<file path="src/rtl/seg_scan_if.sv">
// Bus bundle between the BCD decode stage / display pins and seg_scan_ctrl.
// Signals:
//   Seven0..3 : four active-low 7-segment patterns (bit0 = segment a)
//   DigEn     : per-digit enable, bit k enables digit k
//   Update    : request to load Seven0..3 at the next frame boundary
//   Bright    : brightness level (only meaningful with BRIGHT_EN)
//   SevOut    : segment drive, active-low
//   Dig       : digit anodes, active-low, one-hot-low when driving
//   UpdAck    : one-cycle pulse when the shadow load has happened
//   FrameDone : one-cycle pulse at the start of each frame
// master drives the requests; slave is the scan controller.
interface seg_scan_if;
    logic [6:0] Seven0;
    logic [6:0] Seven1;
    logic [6:0] Seven2;
    logic [6:0] Seven3;
    logic [3:0] DigEn;
    logic       Update;
    logic [2:0] Bright;
    logic [6:0] SevOut;
    logic [3:0] Dig;
    logic       UpdAck;
    logic       FrameDone;

    modport master (
        output Seven0, Seven1, Seven2, Seven3, DigEn, Update, Bright,
        input  SevOut, Dig, UpdAck, FrameDone
    );

    modport slave (
        input  Seven0, Seven1, Seven2, Seven3, DigEn, Update, Bright,
        output SevOut, Dig, UpdAck, FrameDone
    );
endinterface

</file>
<file path="src/rtl/seg_scan_ctrl.sv">
// Refresh scheduler for a 4-digit multiplexed seven-segment display.
// Each digit owns a DIV-cycle slot: GAP blank cycles, then SHOW. Patterns
// are double-buffered and reloaded only at the frame-end edge.
// Ports:
//   CLK : system clock, rising edge
//   RST : asynchronous, active-high reset
//   bus : seg_scan_if.slave (patterns, DigEn, Update, Bright in;
//         SevOut, Dig, UpdAck, FrameDone out, all registered)
// Optional feature macro: BRIGHT_EN (PWM dimming inside SHOW using Bright).
module seg_scan_ctrl #(
    parameter int unsigned DIV = 50000,
    parameter int unsigned GAP = 500
) (
    input  logic        CLK,
    input  logic        RST,
    seg_scan_if.slave   bus
);
    localparam int unsigned CW = $clog2(DIV);

    typedef enum logic {BLANK, SHOW} state_t;

    state_t          state_q, state_nxt;
    logic [CW-1:0]   cnt_q, cnt_nxt;
    logic [1:0]      idx_q, idx_nxt;
    logic            first_q;
    logic [3:0]      en_q, en_nxt;
    logic            pend_q, pend_nxt;
    logic [6:0]      shadow_q [0:3];
    logic [6:0]      shadow_nxt [0:3];
    logic            wrap, frame_end, load, drive;
    logic [6:0]      sev_q, sev_nxt;
    logic [3:0]      dig_q, dig_nxt;
    logic            ack_q, fd_q;
`ifdef BRIGHT_EN
    logic [31:0]     ofs;
`else
    logic            unused_bright;
    assign unused_bright = ^bus.Bright;
`endif

    // State, counters, shadow buffer and registered outputs
    always_ff @(posedge CLK or posedge RST) begin
        if (RST) begin
            state_q  <= BLANK;
            cnt_q    <= '0;
            idx_q    <= '0;
            first_q  <= 1'b1;
            en_q     <= '0;
            pend_q   <= 1'b0;
            for (int k = 0; k < 4; k++) shadow_q[k] <= 7'h7F;
            sev_q    <= 7'h7F;
            dig_q    <= 4'hF;
            ack_q    <= 1'b0;
            fd_q     <= 1'b0;
        end else begin
            state_q  <= state_nxt;
            cnt_q    <= cnt_nxt;
            idx_q    <= idx_nxt;
            first_q  <= 1'b0;
            en_q     <= en_nxt;
            pend_q   <= pend_nxt;
            for (int k = 0; k < 4; k++) shadow_q[k] <= shadow_nxt[k];
            sev_q    <= sev_nxt;
            dig_q    <= dig_nxt;
            ack_q    <= load;
            fd_q     <= frame_end;
        end
    end

    // Next-state and output decode; outputs are built from next values so
    // the registered pins line up with the counter in the same cycle.
    always_comb begin
        state_nxt = state_q;
        wrap      = (cnt_q == CW'(DIV - 1));
        cnt_nxt   = wrap ? '0 : cnt_q + CW'(1);
        idx_nxt   = wrap ? idx_q + 2'd1 : idx_q;
        frame_end = wrap && (idx_q == 2'd3);
        load      = frame_end && (pend_q || bus.Update);
        pend_nxt  = load ? 1'b0 : (pend_q || bus.Update);
        for (int k = 0; k < 4; k++) shadow_nxt[k] = shadow_q[k];
        if (load) begin
            shadow_nxt[0] = bus.Seven0;
            shadow_nxt[1] = bus.Seven1;
            shadow_nxt[2] = bus.Seven2;
            shadow_nxt[3] = bus.Seven3;
        end
        // DigEn is taken once per slot; the slot running out of reset
        // takes it on the first edge.
        en_nxt = (cnt_nxt == '0 || first_q) ? bus.DigEn : en_q;

        if (cnt_nxt == '0)
            state_nxt = (GAP == 0) ? SHOW : BLANK;
        else if (cnt_nxt >= CW'(GAP))
            state_nxt = SHOW;
        else
            state_nxt = BLANK;

        drive = (state_nxt == SHOW) && en_nxt[idx_nxt];
`ifdef BRIGHT_EN
        // PWM phase restarts at the first SHOW cycle of every slot
        ofs = 32'(cnt_nxt) - 32'(GAP);
        if (3'(ofs) > bus.Bright) drive = 1'b0;
`endif
        dig_nxt = drive ? 4'(~(4'b0001 << idx_nxt)) : 4'hF;
        sev_nxt = drive ? shadow_nxt[idx_nxt] : 7'h7F;
    end

    assign bus.SevOut    = sev_q;
    assign bus.Dig       = dig_q;
    assign bus.UpdAck    = ack_q;
    assign bus.FrameDone = fd_q;
endmodule

</file>
<file path="src/flat_wrapper.sv">
// flat-port wrapper written by rule: the top's interface ports become plain ports
module seg_scan_ctrl_flat 
#(
    parameter int unsigned DIV = 50000,
    parameter int unsigned GAP = 500
)
  (CLK, RST, bus_Seven0, bus_Seven1, bus_Seven2, bus_Seven3, bus_DigEn, bus_Update, bus_Bright, bus_SevOut, bus_Dig, bus_UpdAck, bus_FrameDone);
  seg_scan_if bus_i ();
  input  logic CLK;
  input  logic RST;
  input wire logic [$bits(bus_i.Seven0)-1:0] bus_Seven0;
  input wire logic [$bits(bus_i.Seven1)-1:0] bus_Seven1;
  input wire logic [$bits(bus_i.Seven2)-1:0] bus_Seven2;
  input wire logic [$bits(bus_i.Seven3)-1:0] bus_Seven3;
  input wire logic [$bits(bus_i.DigEn)-1:0] bus_DigEn;
  input wire logic [$bits(bus_i.Update)-1:0] bus_Update;
  input wire logic [$bits(bus_i.Bright)-1:0] bus_Bright;
  output wire logic [$bits(bus_i.SevOut)-1:0] bus_SevOut;
  output wire logic [$bits(bus_i.Dig)-1:0] bus_Dig;
  output wire logic [$bits(bus_i.UpdAck)-1:0] bus_UpdAck;
  output wire logic [$bits(bus_i.FrameDone)-1:0] bus_FrameDone;
  assign bus_i.Seven0 = bus_Seven0;
  assign bus_i.Seven1 = bus_Seven1;
  assign bus_i.Seven2 = bus_Seven2;
  assign bus_i.Seven3 = bus_Seven3;
  assign bus_i.DigEn = bus_DigEn;
  assign bus_i.Update = bus_Update;
  assign bus_i.Bright = bus_Bright;
  assign bus_SevOut = bus_i.SevOut;
  assign bus_Dig = bus_i.Dig;
  assign bus_UpdAck = bus_i.UpdAck;
  assign bus_FrameDone = bus_i.FrameDone;
  seg_scan_ctrl #(.DIV(DIV), .GAP(GAP)) u_core (.CLK(CLK), .RST(RST), .bus(bus_i));
endmodule
</file>
<file path="config.mk">
export PLATFORM = sky130hd
export DESIGN_NAME = seg_scan_ctrl_flat
export DESIGN_NICKNAME = d
export VERILOG_FILES = /design/src/rtl/seg_scan_if.sv /design/src/rtl/seg_scan_ctrl.sv /design/src/flat_wrapper.sv
export SDC_FILE = /design/constraint.sdc
export NUM_CORES = 1
export LEC_CHECK = 0
export BUFFER_PORTS_ARGS = -buffer_cell sky130_fd_sc_hd__buf_2
export CAP_MARGIN = 25
export CORE_AREA = 4 4 80 82
export CTS_CLUSTER_SIZE = 10
export DETAILED_ROUTE_END_ITERATION = 7
export DIE_AREA = 0 0 84 86
export GPL_ROUTABILITY_DRIVEN = 0
export PLACE_DENSITY = 0.83
export SETUP_SLACK_MARGIN = 0.2
export SLEW_MARGIN = 20
export SYNTH_ARGS = -nofsm -noshare
export SYNTH_HDL_FRONTEND = slang
export SYNTH_SLANG_ARGS = --single-unit
</file>
<file path="constraint.sdc">
create_clock -name CLK -period 4.3 [get_ports CLK]
set_input_delay 0 -clock CLK [delete_from_list [all_inputs] [get_ports CLK]]
set_output_delay 0 -clock CLK [all_outputs]
set_load 0.02 [all_outputs]
</file>
=== Yosys cells after proc, flatten, opt, wreduce, memory -nomap -nowiden ===
Index checks and enable logic that the tools add are counted.

* Add/sub/neg operators: 2
* Multipliers: 0
* Divide/modulo/power cells: 0
* Order comparisons: 3
* Equal/unequal tests: 2
* Shift-type cells: 1
* Mux-type cells: 14
* Bitwise gates (word level): 2
* Reductions and logical operators: 6

{| class="wikitable"
|+ Operator list
! cell !! count
|-
| 2-to-1 mux 28 bit || 1
|-
| 2-to-1 mux 7 bit || 3
|-
| adder 16 x 1 -> 16 bit (second input constant) || 1
|-
| equality test 16 bit (second input constant) || 1
|-
| >= comparator 16 x 9 -> 1 bit (second input constant) || 1
|-
| logical NOT 16 bit || 1
|-
| 2-to-1 mux 16 bit || 1
|-
| binary-select mux 7 bit (select 2 bit) || 1
|-
| 2-to-1 mux 4 bit || 2
|-
| 2-to-1 mux 1 bit || 4
|-
| inverter 4 bit || 1
|-
| << shifter 1 x 2 -> 4 bit (first input constant) || 1
|-
| >= comparator 3 bit (second input constant) || 1
|-
| logical AND 1 bit || 3
|-
| < comparator 2 x 3 -> 1 bit (second input constant) || 1
|-
| inverter 2 -> 3 bit || 1
|-
| adder 2 x 1 -> 2 bit (second input constant) || 1
|-
| binary-select mux 1 bit (select 2 bit) || 1
|-
| equality test 2 bit (second input constant) || 1
|-
| logical OR 1 bit || 2
|-
| 2-to-1 mux 2 bit || 1
|}

* Bits in registers: 65
* Latch bits: 0
* Bits in writable memories: 0
* Memory bits (read-only): 0
* Output and inout bits: 13
* Memories: 0

=== Depth between registers and ports, before layout ===
* Word-level depth: 9
* Depth in mapped cells: 11
* Gate-level depth less buffers: 9

=== Worst setup path after synthesis ===
No wires, ideal clock.

* Path kind: register -> register
* Start: reg u_core.cnt_q[5]
* End: reg u_core.sev_q[5], in the netlist u_core.bus.SevOut[5]
* Setup time: 94 ps
* Data arrival time: 2593 ps
* Data required time: 4206 ps
* Path slack: 1613 ps
* Cell stages (with the launch flop): 10
* Buffers on the path: 2
* Clock period less this slack: 2687 ps
* Cells stage by stage: dfrtp_1 > buf_6 > or4b_1 > nor4_2 > and2_1 > mux4_2 > o21a_1 > a211oi_2 > buf_4 > o2111ai_1

* Cells in the longest elaborated chain, start to end: 9

{| class="wikitable"
|+ RTL lines
! what !! RTL line !! text
|-
| start: declaration || seg_scan_ctrl.sv:23 || <nowiki>logic [CW-1:0] cnt_q, cnt_nxt;</nowiki>
|-
| start signal: assignment || seg_scan_ctrl.sv:57 || <nowiki>cnt_q <= cnt_nxt;</nowiki>
|-
| branches (longest 8 deep; another with adder 16 x 1 -> 16 bit) || -- ||
|-
| 2-to-1 mux 7 bit * || seg_scan_ctrl.sv:105 || <nowiki>sev_nxt = drive ? shadow_nxt[idx_nxt] : 7'h7F;</nowiki>
|-
| net u_core.sev_nxt[5] || seg_scan_ctrl.sv:31 || <nowiki>logic [6:0] sev_q, sev_nxt;</nowiki>
|-
| end signal: assignment || seg_scan_ctrl.sv:63 || <nowiki>sev_q <= sev_nxt;</nowiki>
|-
| end: declaration || seg_scan_ctrl.sv:31 ||
|}

Mark *: on every way through the listed nets, which the timed path passes. The select of a mux whose other input is x is not followed.

=== Worst setup path after layout ===
* Start: reg u_core.cnt_q[0]
* End: reg u_core.sev_q[4], in the netlist u_core.bus.SevOut[4]

The elaborated chain is that of the path after synthesis.

==> metrics.yaml <==
status: "completed"
yosys_warnings: 0
arrival_ps: 3280
drive_gt1_frac: 0.3157
netlist.top_cell.by_area: "dfstp_2"
synthDistinctLibCells: 54
drtPass1Iterations: 7
insertedDiodeCount: 0
fp.dieW_um: 84
finalNetCount: 450
drt_iter0_markers: 246
drc_errors: 0
synth_fp_nets: 373
routedWlPerCell_um: 15.52
hold_ws_ps: 407.3
vias_per_cell: 5.578
rows: 28
antenna_found_initial: 0
critPathCaptureType: "register"
fin_crit_ps: 3037
grt_pass1_wl_mm: 12.90
final_cell_mix: "nand2_1, buf_2, dfstp_2"
fmax_mhz: 329.3
wirelength_mm: 7.604
syn_inst: 333
cts_buffer_depth: 2
cts_tree: "yes"
post-route-util: 0.7295
power_mw: 1.212
synthTopCellsByArea: "dfstp_2, dfrtp_1, nand2_1"
power_density_nw_per_um2: 289.3
vias: 2733
seq_area_frac_synth: 0.4948
slew_headroom: 0.4185
ctsResizeCount: 0
worstPathMaxFanout: 11
drv_cap: 0
grt_max_degree: 66
fin_skew_ps: 8.674
synth-seq-cells: 65
hold_class: "input port to register"
worst_slew_pin_slew_ps: 872.2
clkSinkCount: 65
track_usage: 0.2249
peakVddDrop_uv: 222.9
maxSlewViolCount: 0
clk_latency_ps: 340
start_util: 0.5897
nFillCells: 390
rsz0062_at_grt: "false"
clkTransAtPathRegs_ps: 70
num_io_pins: 51
core_um2: 5746
fin_setup_tns_ps: 0
synth_edf_count: 0
cts-buffers-inserted: 9
synth_ff_type: "dfstp_2"
portBuffers: 47
hold_violations: 0
die_y_um: 86
antenna_left: 0
post_cts_buffers: 0
async_reset_ff_frac: 1.000
fin_crit_sh: 0.7062
dieArea_um2: 7224
critical_path.startpoint_type: "register"
syn_avg_cell_area_um2: 10.17
postLayoutCellArea_um2: 4192
htreeDepth: 3
p_leak_nw: 1.781
layout_commonest_cell: "nand2_1"
cts-root-buf: "clkbuf_8"
synth_top_area_share: 0.3102
hold_buffers: 34
setup_viol: 0
place_area_um2: 3660
synthesis.area_um2: 3388
critical_path_class: "register to register"
syn2layout_area_growth_pct: 23.71
grt_overflow: 0
grt_pass1_vias: 2817
dp_hpwl_mm: 4.776
cp.required_ps: 4540
-- cells by family (layout without fill, tap and decap cells) --
family	count (synthesis)	after routing	synth area share
AND/OR/NAND/NOR	147	147	0.2090
flip-flops	65	65	0.4948
AO/OA/AOI/OAI	43	43	0.1045
multiplexers	32	32	0.1023
buffers and inverters	26	108	0.03692
XOR/XNOR	17	17	0.04394
adder cells (fa/ha/maj)	2	2	0.007384
other	1	1	0.001107
-- routing by layer --
layer	wire length, um	global-route usage	vias up
li1	-	-	1317
met1	3176	0.2737	1309
met2	3841	0.3897	88
met3	432	0.04515	19
met4	155	0.09795	0
met5	0	0	-
-- cells in the mapped netlist (2+ instances only) --
master	instances
nand3_1	10
ha_1	2
nor3_1	3
buf_4	3
dfstp_2	40
o21ai_0	2
xor2_1	6
a32oi_1	4
nand3b_1	2
mux2_2	11
buf_2	7
inv_1	4
xnor2_1	11
clkbuf_1	10
nand2_1	75
o2111ai_1	7
and2_1	3
a31oi_1	9
nor2b_1	2
nor4_1	6
nor3b_1	3
a21o_1	7
nor2_1	24
dfrtp_1	25
mux2i_1	20
or3_1	3
nand4_1	3
and4_1	2
a21oi_1	3
and3_1	2
-- stage by stage --
stage | instances | worst slack, ps
floorplan | 333 | 1613
global placement | 440 | 1342
detailed placement | 440 | 1289
CTS | 490 | 1275
global route | 490 | 1026
finish | 490 | 1263
-- final cells by class --
type                            count  area, um^2  area share
Timing Repair Buffer               87       620.6      0.1481
Inverter                            5       18.77    0.004478
Clock buffer                       12       166.4     0.03970
Multi-Input combinational cell    242        1590      0.3794
Sequential cell                    65        1677      0.4000
Tap cell                           75       93.84     0.02239
Clock inverter                      4       25.02    0.005970
-- power by group --
| group | internal (mW) | switching (mW) |
|---|---|---|
| combinational | 0.0456 | 0.0374 |
| clock | 0.259 | 0.227 |
| sequential | 0.635 | 0.00787 |
| total | 0.940 | 0.272 |
-- final timing paths --
| kind | slack, ps | endpoint | start | cells past startpoint |
|---|---|---|---|---|
| setup / recovery | 1260 | u_core.bus.SevOut[4]$_DFF_PP1_ | u_core.cnt_q[0]$_DFF_PP0_ | 10 |
| hold / removal | 410 | u_core.shadow_q[11]$_DFF_PP1_ | bus_Seven2[4] | 4 |
| setup reg to reg | 1260 | u_core.bus.SevOut[4]$_DFF_PP1_ | u_core.cnt_q[0]$_DFF_PP0_ | 10 |
| hold reg to reg | 450 | u_core.shadow_q[26]$_DFF_PP1_ | u_core.shadow_q[26]$_DFF_PP1_ | 2 |
| max in group asynchronous | 3360 | u_core.en_q[1]$_DFF_PP0_ | RST | 4 |
| min in group asynchronous | 430 | u_core.bus.FrameDone$_DFF_PP0_ | RST | 4 |
-- state kept, by name, summed over array words and instances (netlist names), 2 cells and up --
name and count:
u_core.shadow_q 28, u_core.en_q 4, u_core.idx_q 2, u_core.cnt_q 16, u_core.bus.Dig 4, u_core.bus.SevOut 7
-- critical path: stages (launching register included) --
cell	delay, ps
dfrtp_1	440
ha_1	260
nand3_1	280
nor4_1	430
xnor2_1	200
o2111ai_2	200
a2111oi_4	420
nor4_1	110
a211oi_2	200
buf_4	230
o2111ai_1	160
Power figures use the tool's default switching activity.
